===== config.mk =====
export PLATFORM = sky130hd
export DESIGN_NAME = rvfpm_issue_queue
export DESIGN_NICKNAME = d
export VERILOG_FILES = /design/src/rtl/rvfpm_issue_queue.sv
export SDC_FILE = /design/constraint.sdc
export NUM_CORES = 1
export LEC_CHECK = 0
export CORE_UTILIZATION = 51
export DETAILED_ROUTE_END_ITERATION = 7
export PLACE_DENSITY = 0.8
export SYNTH_ARGS = -nofsm -noshare
export SYNTH_HDL_FRONTEND = slang
export SYNTH_SLANG_ARGS = --single-unit

===== constraint.sdc =====
create_clock -name clk -period 3.8 [get_ports clk]
set_clock_uncertainty 0.05 [all_clocks]
set_input_delay 0.76 -clock clk [delete_from_list [all_inputs] [get_ports clk]]
set_output_delay 0.76 -clock clk [all_outputs]
set_load 0.01 [all_outputs]

===== src/rtl/rvfpm_issue_queue.sv =====
// In-order issue queue between the CV-X-IF issue/commit interfaces and the rvfpm
// execute stage. Only committed head entries are presented; killed entries drain silently.
module rvfpm_issue_queue #(
  parameter int DEPTH       = 4,
  parameter int X_ID_WIDTH  = 4,
  parameter int X_NUM_RS    = 3,
  parameter int X_RFR_WIDTH = 32
) (
  input  logic                            clk,
  input  logic                            rst_n,
  input  logic                            issue_valid,
  output logic                            issue_ready,
  input  logic                            issue_accept,
  input  logic [31:0]                     issue_instr,
  input  logic [1:0]                      issue_mode,
  input  logic [X_ID_WIDTH-1:0]           issue_id,
  input  logic [X_NUM_RS*X_RFR_WIDTH-1:0] issue_rs,
  input  logic [X_NUM_RS-1:0]             issue_rs_valid,
  input  logic                            commit_valid,
  input  logic [X_ID_WIDTH-1:0]           commit_id,
  input  logic                            commit_kill,
  output logic                            out_valid,
  input  logic                            out_ready,
  output logic [31:0]                     out_instr,
  output logic [1:0]                      out_mode,
  output logic [X_ID_WIDTH-1:0]           out_id,
  output logic [X_NUM_RS*X_RFR_WIDTH-1:0] out_rs,
  output logic [X_NUM_RS-1:0]             out_rs_valid,
  output logic [$clog2(DEPTH):0]          count,
  output logic                            commit_miss
);

  localparam int PW  = $clog2(DEPTH);
  localparam int CW  = PW + 1;
  localparam int RSW = X_NUM_RS * X_RFR_WIDTH;
  localparam logic [CW-1:0] DEPTH_C = CW'(DEPTH);

  typedef enum logic [1:0] {
    ST_FREE   = 2'd0,
    ST_PEND   = 2'd1,
    ST_COMMIT = 2'd2,
    ST_KILL   = 2'd3
  } ent_state_t;

  ent_state_t              ent_state    [DEPTH];
  logic [31:0]             ent_instr    [DEPTH];
  logic [1:0]              ent_mode     [DEPTH];
  logic [X_ID_WIDTH-1:0]   ent_id       [DEPTH];
  logic [RSW-1:0]          ent_rs       [DEPTH];
  logic [X_NUM_RS-1:0]     ent_rs_valid [DEPTH];

  logic [PW-1:0] wr_ptr;
  logic [PW-1:0] rd_ptr;

  logic          enq;
  logic          pop;
  logic          drop;
  logic          deq;
  logic          hit;
  logic [PW-1:0] hit_idx;
  logic          enq_hit;
  ent_state_t    enq_state;
  ent_state_t    commit_state;

  assign issue_ready  = (count < DEPTH_C);
  assign enq          = issue_valid & issue_ready & issue_accept;

  // Freed slots return to ST_FREE, so the head state alone tells empty/pending/killed.
  assign out_valid    = (ent_state[rd_ptr] == ST_COMMIT);
  assign drop         = (ent_state[rd_ptr] == ST_KILL);
  assign pop          = out_valid & out_ready;
  assign deq          = pop | drop;

  assign out_instr    = ent_instr[rd_ptr];
  assign out_mode     = ent_mode[rd_ptr];
  assign out_id       = ent_id[rd_ptr];
  assign out_rs       = ent_rs[rd_ptr];
  assign out_rs_valid = ent_rs_valid[rd_ptr];

  assign commit_state = commit_kill ? ST_KILL : ST_COMMIT;

  // Scan from the head so the oldest pending entry with a matching id wins.
  always_comb begin
    hit     = 1'b0;
    hit_idx = '0;
    for (int i = 0; i < DEPTH; i++) begin
      if (!hit && ent_state[rd_ptr + PW'(i)] == ST_PEND &&
          ent_id[rd_ptr + PW'(i)] == commit_id) begin
        hit     = 1'b1;
        hit_idx = rd_ptr + PW'(i);
      end
    end
  end

  always_comb begin
    enq_hit   = commit_valid & ~hit & enq & (commit_id == issue_id);
    enq_state = enq_hit ? commit_state : ST_PEND;
  end

  always_ff @(posedge clk or negedge rst_n) begin
    if (!rst_n) begin
      for (int i = 0; i < DEPTH; i++) begin
        ent_state[i]    <= ST_FREE;
        ent_instr[i]    <= '0;
        ent_mode[i]     <= '0;
        ent_id[i]       <= '0;
        ent_rs[i]       <= '0;
        ent_rs_valid[i] <= '0;
      end
      wr_ptr      <= '0;
      rd_ptr      <= '0;
      count       <= '0;
      commit_miss <= 1'b0;
    end else begin
      // Commit, dequeue and enqueue always address distinct slots in the same cycle.
      if (commit_valid && hit) begin
        ent_state[hit_idx] <= commit_state;
      end
      if (deq) begin
        ent_state[rd_ptr] <= ST_FREE;
        rd_ptr            <= rd_ptr + 1'b1;
      end
      if (enq) begin
        ent_state[wr_ptr]    <= enq_state;
        ent_instr[wr_ptr]    <= issue_instr;
        ent_mode[wr_ptr]     <= issue_mode;
        ent_id[wr_ptr]       <= issue_id;
        ent_rs[wr_ptr]       <= issue_rs;
        ent_rs_valid[wr_ptr] <= issue_rs_valid;
        wr_ptr               <= wr_ptr + 1'b1;
      end
      count       <= count + CW'(enq) - CW'(deq);
      commit_miss <= commit_valid & ~hit & ~enq_hit;
    end
  end

endmodule


# Yosys cells after proc, flatten, opt, wreduce, memory -nomap -nowiden
# Index checks and enable logic that the tools add are counted.
dict set report classes {
  reduce_logical 14
  add_sub_neg 6
  magnitude_cmp 10
  n_eq_ne 11
  muxes 70
  bitwise 18
}
# cell count
set op_table {}
lappend op_table {{$bwmux 384} 1}
lappend op_table {{$mux 96} 3}
lappend op_table {{$bmux 96 s2} 1}
lappend op_table {{$demux 96 s2} 1}
lappend op_table {{$bwmux 128} 1}
lappend op_table {{$mux 32} 3}
lappend op_table {{$bmux 32 s2} 1}
lappend op_table {{$demux 32 s2} 1}
lappend op_table {{$mux 2} 18}
lappend op_table {{$mux 4} 9}
lappend op_table {{$bmux 4 s2} 4}
lappend op_table {{$bwmux 8} 3}
lappend op_table {{$mux 8} 3}
lappend op_table {{$bmux 2 s2} 5}
lappend op_table {{$eq 4x4->1} 5}
lappend op_table {{$ge 3x3->1 const B} 6}
lappend op_table {{$not 2->3} 6}
lappend op_table {{$bwmux 16} 1}
lappend op_table {{$bwmux 12} 1}
lappend op_table {{$demux 2 s2} 3}
lappend op_table {{$logic_and 1x1->1} 11}
lappend op_table {{$lt 3x1->1 const B} 3}
lappend op_table {{$mux 3} 3}
lappend op_table {{$and 8x8->8} 1}
lappend op_table {{16 further kinds} 35}
dict set report word_totals {
  reg_bits 564
  elab_cells 157
  input_bits 148
}

# Longest topological paths before layout
dict set report logic_depth {
  word_depth 30
  depth_mapped 13
  mapped_depth_nobuf 10
}

# Least setup slack after synthesis
# No wires, ideal clock.
dict set report synth_timing {
  path_kind {register -> register}
  from {reg rd_ptr[1]}
  to {reg ent_state[2] in the netlist's numbering}
  setup_slack_ps 146
  path_stages_with_launch 14
  n_path_buf 3
  setup_time_ps 92
  arrival_time_ps 3512
  synth_period_minus_slack_ps 3654
  cell_sequence {dfrtp_1 > buf_2 > clkbuf_1 > inv_1 > ha_1 > buf_6 > mux4_2 > xnor2_1 > nand3_1 > or2_2 > o2111a_1 > or4_4 > and3_1 > o31ai_2}
}
dict set report synth_via {
  elab_chain_cells 30
  elab_cells_between_ends 85
  classes_between {add/sub: 3; order compare: 4; eq/ne: 10; mux: 42; bitwise: 13; reduce/logical: 13}
}
# element line
set synth_rtl {}
lappend synth_rtl {{from (decl)} 53} ;# logic [PW-1:0] rd_ptr;
lappend synth_rtl {{from (signal assigned)} 121} ;# rd_ptr <= rd_ptr + 1'b1;
lappend synth_rtl {{$not 2->3 (not written as such)} n/a}
lappend synth_rtl {{$bmux 4 s2 or $bmux 2 s2 (tied branches)} n/a}
lappend synth_rtl {{$mux 4 (not written as such) or $mux 2 (tied branches) (2 in a row)} n/a}
lappend synth_rtl {{$eq 4x4->1 or $eq 2x1->1 (tied branches)} {88, 87}}
lappend synth_rtl {{$logic_and 1x1->1} 87} ;# if (!hit && ent_state[rd_ptr + PW'(i)] == ST_PEND &&
lappend synth_rtl {{$mux 1} 87}
lappend synth_rtl {{$logic_not 1->1} 87}
lappend synth_rtl {{$logic_and 1x1->1 (2 in a row)} 87}
lappend synth_rtl {{[... 12 more ...]} n/a}
lappend synth_rtl {{$mux 2 (not written as such)} 117} ;# ent_state[hit_idx] <= commit_state;
lappend synth_rtl {{$demux 2 s2} 117}
lappend synth_rtl {{$bwmux 8} 117}
lappend synth_rtl {{$mux 8} 116} ;# if (commit_valid && hit) begin
lappend synth_rtl {{$and 8x8->8 (no source line)} n/a}
lappend synth_rtl {{$mux 8} 119} ;# if (deq) begin
lappend synth_rtl {{$bwmux 8} 124} ;# ent_state[wr_ptr] <= enq_state;
lappend synth_rtl {{$mux 8 *} 123} ;# if (enq) begin
lappend synth_rtl {{to (signal, indexed assignment)} 117}
lappend synth_rtl {{to (signal, indexed assignment)} 124}
lappend synth_rtl {{to (decl)} 45} ;# ent_state_t ent_state [DEPTH];
# Every way passes the cells marked *; elsewhere a longest branch is shown, timed or not. The select of a mux whose other input is x is not followed.
# A chain may end at the register's enable or synchronous reset.

# Final worst setup path
dict set report layout_timing {
  from {reg rd_ptr[0]}
  to {out out_rs[82]}
}
dict set report layout_via {
  elab_chain_cells 4
}
# element line
set layout_rtl {}
lappend layout_rtl {{$not 2->3 (not written as such)} 77} ;# assign out_rs = ent_rs[rd_ptr];
lappend layout_rtl {{$bmux 96 s2} 77}
lappend layout_rtl {{$mux 96 (not written as such) (2 in a row)} 77}
lappend layout_rtl {{to (decl)} 27} ;# output logic [X_NUM_RS*X_RFR_WIDTH-1:0] out_rs,
# No other way between the ends. The select of a mux whose other input is x is not followed.

==> reports/summary.json <==
{
  "status": "complete, no violations",
  "port_buffer_count": 290,
  "global_route.overflow_total": 0,
  "synth_enable_flop_cells": 0,
  "core_region_area_um2": 48050,
  "dp_hpwl_um": 33920,
  "synth_top_cell_area_share_pct": 56.42,
  "cp_data_required_time_ps": 2990,
  "timing.max_slew.rel_slack_pct": 41.25,
  "synth.avg_cell_area_um2": 16.74,
  "critical_path.reg2reg.startpoint": "rd_ptr[1]",
  "synth-main-ff-cell": "sky130_fd_sc_hd__dfrtp_1",
  "post_synth_inst_count": 1494,
  "clock_transition_at_the_registers_of_the_reported_paths_ps": 60,
  "ff2ff_setup_slack_ps": 260,
  "place_worst_setup_slack_ps": 261.4,
  "synthesis.yosys.warnings": 0,
  "worst_path_maximum_fanout": 39,
  "num_vias": 14170,
  "final_min_period_over_clock_period_pct": 96.64,
  "totalPowerFinal_mw": 28.78,
  "final_period_demand_of_the_worst_path_ps": 3672,
  "finalWorstSetupSlack_ps": 127.8,
  "die_h_um": 223.5,
  "drt_first_iter_violations": 599,
  "ctsRootBufferMaster": "sky130_fd_sc_hd__clkbuf_16",
  "cts_hold_buf": 0,
  "synthTopCellsByArea": "sky130_fd_sc_hd__dfrtp_1 (56%), sky130_fd_sc_hd__mux2_2 (25%), sky130_fd_sc_hd__mux4_2 (14%)",
  "fin_hold_ws_ps": 91.85,
  "synthToLayoutAreaGrowth_pct": 23.24,
  "critPathArrivalTime_ps": 2860,
  "num_io_pins": 291,
  "postRouteAntennaNets": 0,
  "maximum_number_of_buffers_from_clock_root_to_sink": 3,
  "worst-slew-pin-transition_ps": 881.3,
  "vias_in_the_first_global_route": 15720,
  "ys_types": 37,
  "r2r_end": "ent_state[2]",
  "ir_worst_vdd_v": 0.0006361,
  "final_layout_size_suffix_gt1_share_pct": 45.93,
  "vias_per_cell": 5.816,
  "design.die.area_um2": 49940,
  "powerDensity_nw_per_um2": 933.6,
  "clkSinkCount": 564,
  "timing.setup.critical_path_class": "register to output port",
  "final_cell_count_no_fill": 2437,
  "rsz_0062_raised_after_global_routing": "no",
  "grt_pass1_wl_um": 89110,
  "synth-seq-cells": 564,
  "total_drc_errors_in_the_routed_layout": 0,
  "grt_max_degree": 147,
  "worst_r2r_path_cells": 10,
  "placed_cells": 2333,
  "cts.htree.levels": 2,
  "post_synth_instance_area_um2": 25010,
  "drt_pre_antenna_iters": 5,
  "cts_tree": "built",
  "timing_hold_violations_final": 0,
  "wire_per_inst_um": 22.40,
  "sum_of_routed_wire_length_over_all_layers_um": 54580,
  "yosysSeqAreaShare_pct": 56.42,
  "rows": 80,
  "share_of_synthesized_flip_flops_with_an_asynchronous_set_or_reset_pct": 100.0,
  "dieWidth_um": 223.5,
  "finalMaxSlewViolations": 0,
  "worstSetupStartpointType": "register",
  "timing.fmax_mhz": 272.3,
  "grt_util_all_layers_pct": 22.76,
  "start_util_pct": 52.06,
  "synth_top_cell_by_area": "sky130_fd_sc_hd__dfrtp_1",
  "timing.final.setup_violations": 0,
  "syn_nets": 1653,
  "number_of_setup_buffers_added_after_cts": 0,
  "max_cap_viols": 0,
  "worst_skew_pair.late_latency_ps": 600,
  "cts_inserted_buffers": 58,
  "gpl.final_weighted_congestion": 0.8115,
  "static-leakage-power_nw": 12.83,
  "holdCritPathClass": "input port to asynchronous set/reset pin",
  "cp-end-kind": "output port",
  "finalNetCount": 1938,
  "final_core_utilization_pct": 64.16,
  "initial_antenna_violation_count": 5
}
-- cells in the final DEF (no fill, tap or decap), types with 6 or more instances in the layout --
cell type	count
sky130_fd_sc_hd__mux2_2	548
sky130_fd_sc_hd__clkbuf_1	12
sky130_fd_sc_hd__buf_4	13
sky130_fd_sc_hd__nor2_1	6
sky130_fd_sc_hd__a21oi_1	9
sky130_fd_sc_hd__bufinv_16	7
sky130_fd_sc_hd__o21ai_0	6
sky130_fd_sc_hd__clkinv_2	12
sky130_fd_sc_hd__nand2_1	12
sky130_fd_sc_hd__buf_12	17
sky130_fd_sc_hd__inv_1	19
sky130_fd_sc_hd__clkbuf_8	9
sky130_fd_sc_hd__xnor2_1	19
sky130_fd_sc_hd__ha_1	10
sky130_fd_sc_hd__clkdlybuf4s50_1	289
sky130_fd_sc_hd__dfrtp_1	562
sky130_fd_sc_hd__clkbuf_16	59
sky130_fd_sc_hd__mux4_2	150
-- cells by family (layout without fill, tap and decap cells) --
group           Yosys count  in the layout  share of synthesized area (%)
flops                   564            564                          56.42
buf+inv                 119            445                          1.871
xor+xnor                 24             24                         0.8403
other cells               0              2                              0
mux                     702            702                          38.60
fa+ha+maj                11             11                         0.5802
simple gates             46             46                         0.9554
compound gates           28             28                         0.7353
-- how the worst max path moves through the flow --
stage	startpoint	endpoint	slack [ps]	depth (start not counted)
detailed placement	rd_ptr[1]	ent_state[6]	260	9
CTS	rd_ptr[0]	out_rs[82]	-0.6	4
floorplan	rd_ptr[1]	ent_state[2]	150	13
finish	rd_ptr[0]	out_rs[82]	130	4
global placement	rd_ptr[0]	ent_state[2]	440	9
global route	rd_ptr[1]	out_valid	30	4
-- per-layer routing --
layer	GRT usage, %	part of all wire, %	wire, µm
met1	29.40	40	22030
met2	38.15	51	27890
met3	5.953	6.4	3483
met4	6.186	2.1	1119
met5	0	0.099	54
-- critical path, stage by stage, from the launching register on --
cell and delay [ps]:
sky130_fd_sc_hd__dfrtp_4 410, sky130_fd_sc_hd__buf_6 240, sky130_fd_sc_hd__bufbuf_16 490, sky130_fd_sc_hd__mux4_2 590
sky130_fd_sc_hd__clkdlybuf4s50_1 510
-- cells in the mapped netlist, drive strengths merged (2+ instances only) --
library cell	n
dfrtp	564
xor2	5
a31o	3
inv	19
a21oi	9
nor2	10
xnor2	19
o21ai	6
nand3	5
nand4	2
o22ai	4
o32ai	2
clkbuf	73
ha	10
nor2b	5
buf	27
nand2	12
and3	3
nor3	3
mux4	154
mux2	548
-- flip-flops by register name, summed over array words and instances, names as in the netlist --
register      count
count             3
ent_state         8
ent_rs_valid     12
commit_miss       1
ent_instr       128
ent_id           16
rd_ptr            2
wr_ptr            2
ent_rs          384
ent_mode          8
-- metrics by stage --
step | setup TNS (ps) | area, µm²
after detailed placement | 0 | 28830
after floorplan | 0 | 25010
after global routing | 0 | 30830
after global placement | 0 | 28830
final | 0 | 30830
after CTS | -0.6419 | 30800
-- where the power goes --
part           switching [mW]  internal [mW]  total (mW)
Combinational            4.73           7.78        12.5
Clock                    2.31           3.47        5.78
Sequential               1.51           8.98        10.5
-- cell type report --
cell class / instances / area (µm²)
Multi-Input combinational cell: 811 / 10470
Inverter: 19 / 71.32
Timing Repair Buffer: 325 / 3460
Fill cell: 3428 / 17220
Antenna cell: 2 / 5.005
Sequential cell: 564 / 14120
Tap cell: 615 / 769.5
Clock buffer: 80 / 1645
Clock inverter: 21 / 287.8
-- timing repair --
| action | in CTS | in global routing |
|---|---|---|
| resized for setup | 2 | 4 |
| endpoints found under the setup margin | 80 | 46 |
| gates cloned | 1 | 0 |
| hold endpoints to repair | 0 | 0 |
No activity file was read; power rests on OpenSTA's default activity.
